`src/rtl/mips16_pkg.sv`:
```
// Shared MIPS16 definitions: instruction width, field bit positions, opcodes,
// and the IF/ID buffer occupancy states.
package mips16_pkg;

    localparam int INSTR_W = 32;

    localparam int OPC_HI   = 31;
    localparam int OPC_LO   = 26;
    localparam int RS_HI    = 25;
    localparam int RS_LO    = 21;
    localparam int RT_HI    = 20;
    localparam int RT_LO    = 16;
    localparam int RD_HI    = 15;
    localparam int RD_LO    = 11;
    localparam int SHAMT_HI = 10;
    localparam int SHAMT_LO = 6;
    localparam int FUNCT_HI = 5;
    localparam int FUNCT_LO = 0;
    localparam int IMM_HI   = 15;
    localparam int IMM_LO   = 0;
    localparam int TGT_HI   = 25;
    localparam int TGT_LO   = 0;

    localparam logic [5:0] OP_ANDI = 6'h0C;
    localparam logic [5:0] OP_ORI  = 6'h0D;
    localparam logic [5:0] OP_XORI = 6'h0E;
    localparam logic [5:0] OP_LUI  = 6'h0F;

    typedef enum logic [1:0] {
        ST_EMPTY = 2'd0,
        ST_ONE   = 2'd1,
        ST_FULL  = 2'd2
    } fifo_state_e;

    // Logical immediates are zero-extended in decode; everything else is signed.
    function automatic logic is_zext_op(input logic [5:0] opcode);
        return (opcode == OP_ANDI) || (opcode == OP_ORI) || (opcode == OP_XORI);
    endfunction

endpackage

```
`src/rtl/ifid_stage_if.sv`:
```
// Fetch-side and decode-side signals of the IF/ID stage. The stage uses the
// slave modport; its environment (fetch + decode) uses master.
interface ifid_stage_if #(
    parameter int PC_W = 32
);
    logic                          if_valid;
    logic                          if_ready;
    logic [mips16_pkg::INSTR_W-1:0] if_instr;
    logic [PC_W-1:0]               if_pc;
    logic                          flush;
    logic                          id_valid;
    logic                          id_ready;
    logic [PC_W-1:0]               id_pc;
    logic [5:0]                    id_opcode;
    logic [4:0]                    id_rs;
    logic [4:0]                    id_rt;
    logic [4:0]                    id_rd;
    logic [4:0]                    id_shamt;
    logic [5:0]                    id_funct;
    logic [15:0]                   id_imm16;
    logic [25:0]                   id_target;
`ifdef IFID_IMM_ZEXT_EN
    logic                          id_imm_zext;
`endif

    modport slave (
        input  if_valid, if_instr, if_pc, flush, id_ready,
`ifdef IFID_IMM_ZEXT_EN
        output id_imm_zext,
`endif
        output if_ready, id_valid, id_pc, id_opcode, id_rs, id_rt, id_rd,
               id_shamt, id_funct, id_imm16, id_target
    );

    modport master (
        output if_valid, if_instr, if_pc, flush, id_ready,
`ifdef IFID_IMM_ZEXT_EN
        input  id_imm_zext,
`endif
        input  if_ready, id_valid, id_pc, id_opcode, id_rs, id_rt, id_rd,
               id_shamt, id_funct, id_imm16, id_target
    );

endinterface

```
`src/rtl/ifid_fifo2.sv`:
```
// Two-entry {pc, instr} skid buffer with 1-bit wrapping pointers; the occupancy
// FSM (EMPTY/ONE/FULL) doubles as the entry count. Flush beats push and pop.
module ifid_fifo2
    import mips16_pkg::*;
#(
    parameter int PC_W = 32
) (
    input  logic               clk,
    input  logic               rst_n,
    input  logic               push_valid,
    output logic               push_ready,
    input  logic [PC_W-1:0]    push_pc,
    input  logic [INSTR_W-1:0] push_instr,
    input  logic               flush,
    output logic               pop_valid,
    input  logic               pop_ready,
    output logic [PC_W-1:0]    head_pc,
    output logic [INSTR_W-1:0] head_instr
);

    fifo_state_e        state_q, state_d;
    logic               wr_ptr_q, wr_ptr_d;
    logic               rd_ptr_q, rd_ptr_d;
    logic [PC_W-1:0]    pc_mem_q    [2];
    logic [PC_W-1:0]    pc_mem_d    [2];
    logic [INSTR_W-1:0] instr_mem_q [2];
    logic [INSTR_W-1:0] instr_mem_d [2];
    logic               push;
    logic               pop;

    // Handshake readiness comes only from registered state.
    assign push_ready = (state_q != ST_FULL);
    assign pop_valid  = (state_q != ST_EMPTY);
    assign push       = push_valid & push_ready;
    assign pop        = pop_valid & pop_ready;
    assign head_pc    = pc_mem_q[rd_ptr_q];
    assign head_instr = instr_mem_q[rd_ptr_q];

    always_comb begin
        state_d     = state_q;
        wr_ptr_d    = wr_ptr_q;
        rd_ptr_d    = rd_ptr_q;
        pc_mem_d    = pc_mem_q;
        instr_mem_d = instr_mem_q;
        if (flush) begin
            state_d  = ST_EMPTY;
            wr_ptr_d = 1'b0;
            rd_ptr_d = 1'b0;
        end else begin
            if (push) begin
                pc_mem_d[wr_ptr_q]    = push_pc;
                instr_mem_d[wr_ptr_q] = push_instr;
                wr_ptr_d              = wr_ptr_q + 1'b1;
            end
            if (pop) begin
                rd_ptr_d = rd_ptr_q + 1'b1;
            end
            unique case (state_q)
                ST_EMPTY: if (push)         state_d = ST_ONE;
                ST_ONE:   if (push && !pop) state_d = ST_FULL;
                          else if (!push && pop) state_d = ST_EMPTY;
                ST_FULL:  if (pop)          state_d = ST_ONE;
                default:                    state_d = ST_EMPTY;
            endcase
        end
    end

    always_ff @(posedge clk or negedge rst_n) begin
        if (!rst_n) begin
            state_q  <= ST_EMPTY;
            wr_ptr_q <= 1'b0;
            rd_ptr_q <= 1'b0;
            for (int i = 0; i < 2; i++) begin
                pc_mem_q[i]    <= '0;
                instr_mem_q[i] <= '0;
            end
        end else begin
            state_q     <= state_d;
            wr_ptr_q    <= wr_ptr_d;
            rd_ptr_q    <= rd_ptr_d;
            pc_mem_q    <= pc_mem_d;
            instr_mem_q <= instr_mem_d;
        end
    end

endmodule

```
`src/rtl/ifid_stage.sv`:
```
// IF/ID stage: 2-entry buffer plus MIPS field split of the head instruction.
// Define IFID_IMM_ZEXT_EN to add the id_imm_zext output for logical immediates.
module ifid_stage
    import mips16_pkg::*;
#(
    parameter int PC_W  = 32,
    parameter int DEPTH = 2
) (
    input  logic         clk,
    input  logic         rst_n,
    ifid_stage_if.slave  bus
);

    generate
        if (DEPTH != 2) begin : g_depth_check
            $error("ifid_stage: DEPTH must be 2");
        end
    endgenerate

    logic               head_valid;
    logic [PC_W-1:0]    head_pc;
    logic [INSTR_W-1:0] head_instr;
    logic [INSTR_W-1:0] instr_g;

    ifid_fifo2 #(.PC_W(PC_W)) u_fifo (
        .clk        (clk),
        .rst_n      (rst_n),
        .push_valid (bus.if_valid),
        .push_ready (bus.if_ready),
        .push_pc    (bus.if_pc),
        .push_instr (bus.if_instr),
        .flush      (bus.flush),
        .pop_valid  (head_valid),
        .pop_ready  (bus.id_ready),
        .head_pc    (head_pc),
        .head_instr (head_instr)
    );

    // Stale entry contents never leak out: everything reads 0 while empty.
    always_comb begin
        instr_g       = head_valid ? head_instr : '0;
        bus.id_valid  = head_valid;
        bus.id_pc     = head_valid ? head_pc : '0;
        bus.id_opcode = instr_g[OPC_HI:OPC_LO];
        bus.id_rs     = instr_g[RS_HI:RS_LO];
        bus.id_rt     = instr_g[RT_HI:RT_LO];
        bus.id_rd     = instr_g[RD_HI:RD_LO];
        bus.id_shamt  = instr_g[SHAMT_HI:SHAMT_LO];
        bus.id_funct  = instr_g[FUNCT_HI:FUNCT_LO];
        bus.id_imm16  = instr_g[IMM_HI:IMM_LO];
        bus.id_target = instr_g[TGT_HI:TGT_LO];
    end

`ifdef IFID_IMM_ZEXT_EN
    assign bus.id_imm_zext = head_valid & is_zext_op(instr_g[OPC_HI:OPC_LO]);
`endif

endmodule
```
`src/flat_wrapper.sv`:
```
// flat-port wrapper written by rule: the top's interface ports become plain ports
module ifid_stage_flat import mips16_pkg::*;
#(
    parameter int PC_W  = 32,
    parameter int DEPTH = 2
)
  (clk, rst_n, bus_if_valid, bus_if_instr, bus_if_pc, bus_flush, bus_id_ready, bus_if_ready, bus_id_valid, bus_id_pc, bus_id_opcode, bus_id_rs, bus_id_rt, bus_id_rd, bus_id_shamt, bus_id_funct, bus_id_imm16, bus_id_target);
  ifid_stage_if #(.PC_W(PC_W)) bus_i ();
  input  logic clk;
  input  logic rst_n;
  input wire logic [$bits(bus_i.if_valid)-1:0] bus_if_valid;
  input wire logic [$bits(bus_i.if_instr)-1:0] bus_if_instr;
  input wire logic [$bits(bus_i.if_pc)-1:0] bus_if_pc;
  input wire logic [$bits(bus_i.flush)-1:0] bus_flush;
  input wire logic [$bits(bus_i.id_ready)-1:0] bus_id_ready;
  output wire logic [$bits(bus_i.if_ready)-1:0] bus_if_ready;
  output wire logic [$bits(bus_i.id_valid)-1:0] bus_id_valid;
  output wire logic [$bits(bus_i.id_pc)-1:0] bus_id_pc;
  output wire logic [$bits(bus_i.id_opcode)-1:0] bus_id_opcode;
  output wire logic [$bits(bus_i.id_rs)-1:0] bus_id_rs;
  output wire logic [$bits(bus_i.id_rt)-1:0] bus_id_rt;
  output wire logic [$bits(bus_i.id_rd)-1:0] bus_id_rd;
  output wire logic [$bits(bus_i.id_shamt)-1:0] bus_id_shamt;
  output wire logic [$bits(bus_i.id_funct)-1:0] bus_id_funct;
  output wire logic [$bits(bus_i.id_imm16)-1:0] bus_id_imm16;
  output wire logic [$bits(bus_i.id_target)-1:0] bus_id_target;
  assign bus_i.if_valid = bus_if_valid;
  assign bus_i.if_instr = bus_if_instr;
  assign bus_i.if_pc = bus_if_pc;
  assign bus_i.flush = bus_flush;
  assign bus_i.id_ready = bus_id_ready;
  assign bus_if_ready = bus_i.if_ready;
  assign bus_id_valid = bus_i.id_valid;
  assign bus_id_pc = bus_i.id_pc;
  assign bus_id_opcode = bus_i.id_opcode;
  assign bus_id_rs = bus_i.id_rs;
  assign bus_id_rt = bus_i.id_rt;
  assign bus_id_rd = bus_i.id_rd;
  assign bus_id_shamt = bus_i.id_shamt;
  assign bus_id_funct = bus_i.id_funct;
  assign bus_id_imm16 = bus_i.id_imm16;
  assign bus_id_target = bus_i.id_target;
  ifid_stage #(.PC_W(PC_W), .DEPTH(DEPTH)) u_core (.clk(clk), .rst_n(rst_n), .bus(bus_i));
endmodule
```
`config.mk`:
```
export PLATFORM = sky130hd
export DESIGN_NAME = ifid_stage_flat
export DESIGN_NICKNAME = d
export VERILOG_FILES = /design/src/rtl/mips16_pkg.sv /design/src/rtl/ifid_stage_if.sv /design/src/rtl/ifid_fifo2.sv /design/src/rtl/ifid_stage.sv /design/src/flat_wrapper.sv
export SDC_FILE = /design/constraint.sdc
export NUM_CORES = 1
export LEC_CHECK = 0
export ABC_AREA = 1
export ABC_CLOCK_PERIOD_IN_PS = 2700
export BUFFER_PORTS_ARGS = -buffer_cell sky130_fd_sc_hd__clkbuf_2
export CAP_MARGIN = 40
export CORE_AREA = 5 5 115 117
export DETAILED_ROUTE_END_ITERATION = 8
export DIE_AREA = 0 0 120 122
export PLACE_DENSITY = 0.93
export SLEW_MARGIN = 20
export SYNTH_ARGS = -nofsm -noshare
export SYNTH_HDL_FRONTEND = slang
export SYNTH_SLANG_ARGS = --single-unit
```
`constraint.sdc`:
```
create_clock -name clk -period 2.7 [get_ports clk]
set_input_delay 0.135 -clock clk [delete_from_list [all_inputs] [get_ports clk]]
set_output_delay 0.135 -clock clk [all_outputs]
set_load 0.01 [all_outputs]
```
Word level (Yosys, flattened, before mapping)
Index checks and enable logic that the tools add are counted.
Word-level totals
  register bits after elaboration: 132
  bits of input ports: 69
  output and inout bits: 108
  logic and storage cells: 56
Cells by class
  reduce and logical (&&, ||, !) cells: 11
  magnitude comparators: 3
  add/subtract/negate cells: 2
  multiplexer cells: 22
  bitwise logic cells: 5
  equality and inequality tests: 6
Operators with widths (count)
  32-bit 2-to-1 mux: 9
  64-bit bitwise mux: 2
  32-bit demux with 1-bit select: 1
  2-bit 2-to-1 mux: 5
  3-bit != test, second input constant: 2
  2-bit case mux with 3 select lines: 1
  2-bit nonzero test: 3
  2-bit >= comparator, second input constant: 2
  1-bit 2-to-1 mux: 4
  4-bit != test, second input constant: 1
  1-bit inverter with 2-bit output: 2
  1-bit logical AND: 3
  3-bit AND reduction: 1
  1-bit adder, second input constant: 2
  1-bit AND: 2
  2-bit by 1-bit == test with 1-bit output, second input constant: 1
  2-bit == test, second input constant: 1
  1-bit zero test: 2
  2-bit zero test: 1
  2-bit by 1-bit less-than comparator with 1-bit output, second input constant: 1
  2-bit != test, second input constant: 1
  2-bit AND reduction: 1
  1-bit inverter: 1

Depth between registers and ports, before layout
  depth in word-level cells: 8
  depth in mapped cells: 7
  mapped depth without buffers: 6

Modules after synthesis
From an unflattened synthesis, not the netlist that was laid out.
Second synthesis, totals
  cell total of the unflattened synthesis: 894
  area, all modules: 6655.1 um^2
Modules (own cells, without submodules)
  ifid_fifo2: instances 1, cells an instance 717, area each 5784.3 um^2
  ifid_stage: instances 1, cells an instance 177, area each 870.8 um^2

Least setup slack after synthesis
Ideal clock, no wire load.
  path type: reg2out
  start point: register u_core.u_fifo.rd_ptr_q
  end point: output bus_id_imm16[5]
  data required time: 2.565 ns
  data arrival time: 1.410 ns
  buffers on the path: 3
  slack: 1.155 ns
  stages on the path, launching flop included: 7
  cell sequence: dfrtp_1 inv_1 buf_2 clkbuf_1 nand2_1 a21oi_1 buf_4
On the way
  longest elaborated chain between the ends: 5
RTL lines
  start, declared: line ifid_fifo2.sv:23  | logic rd_ptr_q, rd_ptr_d;
  start signal, assigned: line ifid_fifo2.sv:80  | rd_ptr_q <= rd_ptr_d;
  1-bit inverter with 2-bit output (implied by the code): line ifid_fifo2.sv:37  | assign head_instr = instr_mem_q[rd_ptr_q];
  32-bit 2-to-1 mux (implied by the code) (3 in series): line ifid_fifo2.sv:37
  32-bit 2-to-1 mux: line ifid_stage.sv:41  | instr_g = head_valid ? head_instr : '0;
  end, declared: line flat_wrapper.sv:25  | output wire logic [$bits(bus_i.id_imm16)-1:0] bus_id_imm16;
Every way passes these cells. The select of a mux whose other input is x is not followed.

Worst setup path in the final report
  start point: register u_core.u_fifo.state_q[1]
  end point: output bus_id_rd[4]
On the way
  longest elaborated chain between the ends: 2
RTL lines
  start, declared: line ifid_fifo2.sv:21  | fifo_state_e state_q, state_d;
  start signal, assigned: line ifid_fifo2.sv:78  | state_q <= state_d;
  2-bit nonzero test: line ifid_fifo2.sv:33  | assign pop_valid = (state_q != ST_EMPTY);
  32-bit 2-to-1 mux: line ifid_stage.sv:41
  end, declared: line flat_wrapper.sv:22  | output wire logic [$bits(bus_i.id_rd)-1:0] bus_id_rd;
Every way passes these cells.

==> results.cfg <==
[global_routing]
grtUsageMet3 = 0.0474
grtUsageMet1 = 0.286
antenna_found_initial = 0
grt_pass1_wl_mm = 27.4
grt-busiest-layer = met2
met2_usage = 0.405
grt_max_degree = 73
grt_pass1_vias = 5740
grt_usage = 0.234
gr-total-overflow = 0

[power_and_ir_drop]
switchingPower_uw = 2230
p_leak_uw = 0.00438
p_comb_frac = 0.265
netSwitchingFraction = 0.320
powerDensity_nw_per_um2 = 837
finalPower_uw = 6970
ir_drop_uv = 378
p_clk_frac = 0.333
power_frac_seq = 0.402
internal-power_uw = 4740

[floorplan]
io-pin-count = 177
die_area_um2 = 14600
die_w_um = 120
core_um2 = 12300
initial_utilization = 0.528
num_rows = 41
die_h_um = 122

[critical_path]
crit_type = reg2out
cp-end-kind = output pin
worstSetupStartpointType = register
r2r_end = u_core.u_fifo.instr_mem_q[54]
rr_worst_depth = 4
cpMaxStageDelayCell = nor2_4
cp_top_family = simple AND/OR/NAND/NOR gates
crit_buf_inv = 2
r2r_slack_ns = 0.70
crit_path_max_fanout = 30
crit_required_ns = 2.57
path_cells = nor2_4 -> buf_12 -> a21oi_1 -> clkbuf_2
reg2reg_from = u_core.u_fifo.state_q[1]
cpPeakStageDelay_ns = 0.68
arrival_ns = 2.10

[cts]
clockBufferDepth = 2
cts_inserted_buffers = 17
clock_latency_ns = 0.41
cts.htree.levels = 4
cts_resized = 0
cts_tree = yes
root_buffer = clkbuf_16
cts_sinks = 132
post_cts_buffers = 0
clk_pin_slew_ns = 0.06
cts_hold_buf = 65

[place]
place_ws_ns = 0.806
dp_hpwl_mm = 9.77
gp_congestion = 0.771
numPortBuffers = 176

[sta]
period_share = 0.829
fmax_ghz = 0.447
fin_ws_ns = 0.461
setup_viol = 0
slew_viol_final = 0
rsz0062_at_grt = no
period_minus_slack_ns = 2.24
tns_ns = 0
maxSlewHeadroom = 0.462
fin_skew_ns = 0.00767
hold_violations = 0
holdWs_ns = 0.0242
worstMarginPinSlew_ns = 0.805

[detailed_routing]
vias = 5767
ant_nets = 0
drt_iter0_markers = 448
vias_per_cell = 5.17
wl_mm = 16.8
first_pass_iters = 6
drc_errors = 0
wl_per_cell_um = 15.0

[finish]
drive_above_1_share = 0.286
n_antenna_cell = 0
nNetsFinal = 1022
syn2layout_area_growth_pct = 28.6

[synthesis]
syn_nets = 835
ys_warn_count = 0
synth-seq-cells = 132
synthesis.instances = 766
avgSynthCellArea_um2 = 8.45
syn_area_um2 = 6470
yosysUniqueCellTypes = 18
ys_seq_area_frac = 0.510

[hold_path]
hold_path.class = in2reg
holdPathEnd = u_core.u_fifo.state_q[1]
min_from = bus_flush
holdPathStages = 4

[flow_run]
maxCapViolCount = 0

[outcome]
status = complete, no violations
cell usage after synthesis, drive strengths merged:
master | n | area share
dfrtp | 132 | 0.51
inv | 71 | 0.041
nor2 | 2 | 0.0012
buf | 78 | 0.098
a21oi | 66 | 0.053
o21ai | 130 | 0.13
clkbuf | 13 | 0.0075
nor3 | 1 | 0.00077
nand3 | 5 | 0.0054
nand4 | 2 | 0.0019
nand2 | 266 | 0.15
registers in the layout, indices dropped and copies added (netlist names):
signal / cells
u_core.u_fifo.instr_mem_q: 64
u_core.u_fifo.pc_mem_q: 64
u_core.u_fifo.rd_ptr_q: 1
u_core.u_fifo.state_q: 2
u_core.u_fifo.wr_ptr_q: 1
tightest hold or removal path, stage by stage:
cell      delay, ns
clkbuf_2       0.09
nor3_1         0.06
nand3_1        0.06
nand2_1        0.05
layer usage:
metal	wire [um]	part of all wire
met5	0	0
met4	384	0.023
met3	1030	0.061
met2	8650	0.52
met1	6700	0.40
layout by cell type (no fill, tap or decap), drive strengths merged:
master       synthesis  final
nand2              266    266
clkbuf              13    196
dfrtp              132    132
o21ai              130    130
inv                 71     71
a21oi               66     66
dlygate4sd3          0     65
buf                 78     19
clkinv               0      6
nand3                5      5
bufinv               0      3
nand4                2      2
nor2                 2      2
nor3                 1      1
clkinvlp             0      1
layout make-up:
| class | instances | area (um2) |
|---|---|---|
| sequential | 132 | 3300 |
| clock buffer | 21 | 460 |
| inverter | 71 | 267 |
| tap | 150 | 188 |
| fill | 887 | 3930 |
| multi-input combinational | 472 | 2250 |
| timing repair buffer | 259 | 1730 |
| clock inverter | 10 | 131 |
stage by stage:
| step | cell area, um2 | utilization | instances |
|---|---|---|---|
| 2_1_floorplan | 6470 | - | 766 |
| 3_3_place_gp | 7090 | 0.578 | 1019 |
| 3_5_place_dp | 7090 | 0.578 | 1019 |
| 4_1_cts | 8330 | 0.679 | 1115 |
| 5_1_grt | 8330 | 0.679 | 1115 |
| 6_report | 8330 | 0.679 | 1115 |
power groups by stage:
stage | clock network, uW | registers (uW) | logic [uW]
5_1_grt | 2430 | 2860 | 2060
4_1_cts | 2330 | 2780 | 1830
3_5_place_dp | 0 | 2810 | 1740
6_report | 2320 | 2800 | 1850
3_3_place_gp | 0 | 2780 | 1690
2_1_floorplan | 0 | 2730 | 1320
how the worst max path moves through the flow:
stage	startpoint	endpoint	slack (ns)	cells past startpoint
CTS	u_core.u_fifo.state_q[1]	bus_id_rd[4]	0.46	4
global placement	u_core.u_fifo.state_q[1]	u_core.u_fifo.pc_mem_q[38]	0.85	5
floorplan	u_core.u_fifo.rd_ptr_q	bus_id_imm16[5]	1.15	6
finish	u_core.u_fifo.state_q[1]	bus_id_rd[4]	0.46	4
detailed placement	u_core.u_fifo.state_q[1]	u_core.u_fifo.instr_mem_q[54]	0.81	4
global route	u_core.u_fifo.state_q[1]	bus_id_shamt[2]	0.36	4
cells by family after synthesis:
logic type,count (synthesis),synth area share
AO/OA/AOI/OAI,196,0.180
buffers and inverters,162,0.146
flip-flops,132,0.510
AND/OR/NAND/NOR,276,0.164
No activity file was read; power rests on OpenSTA's default activity.
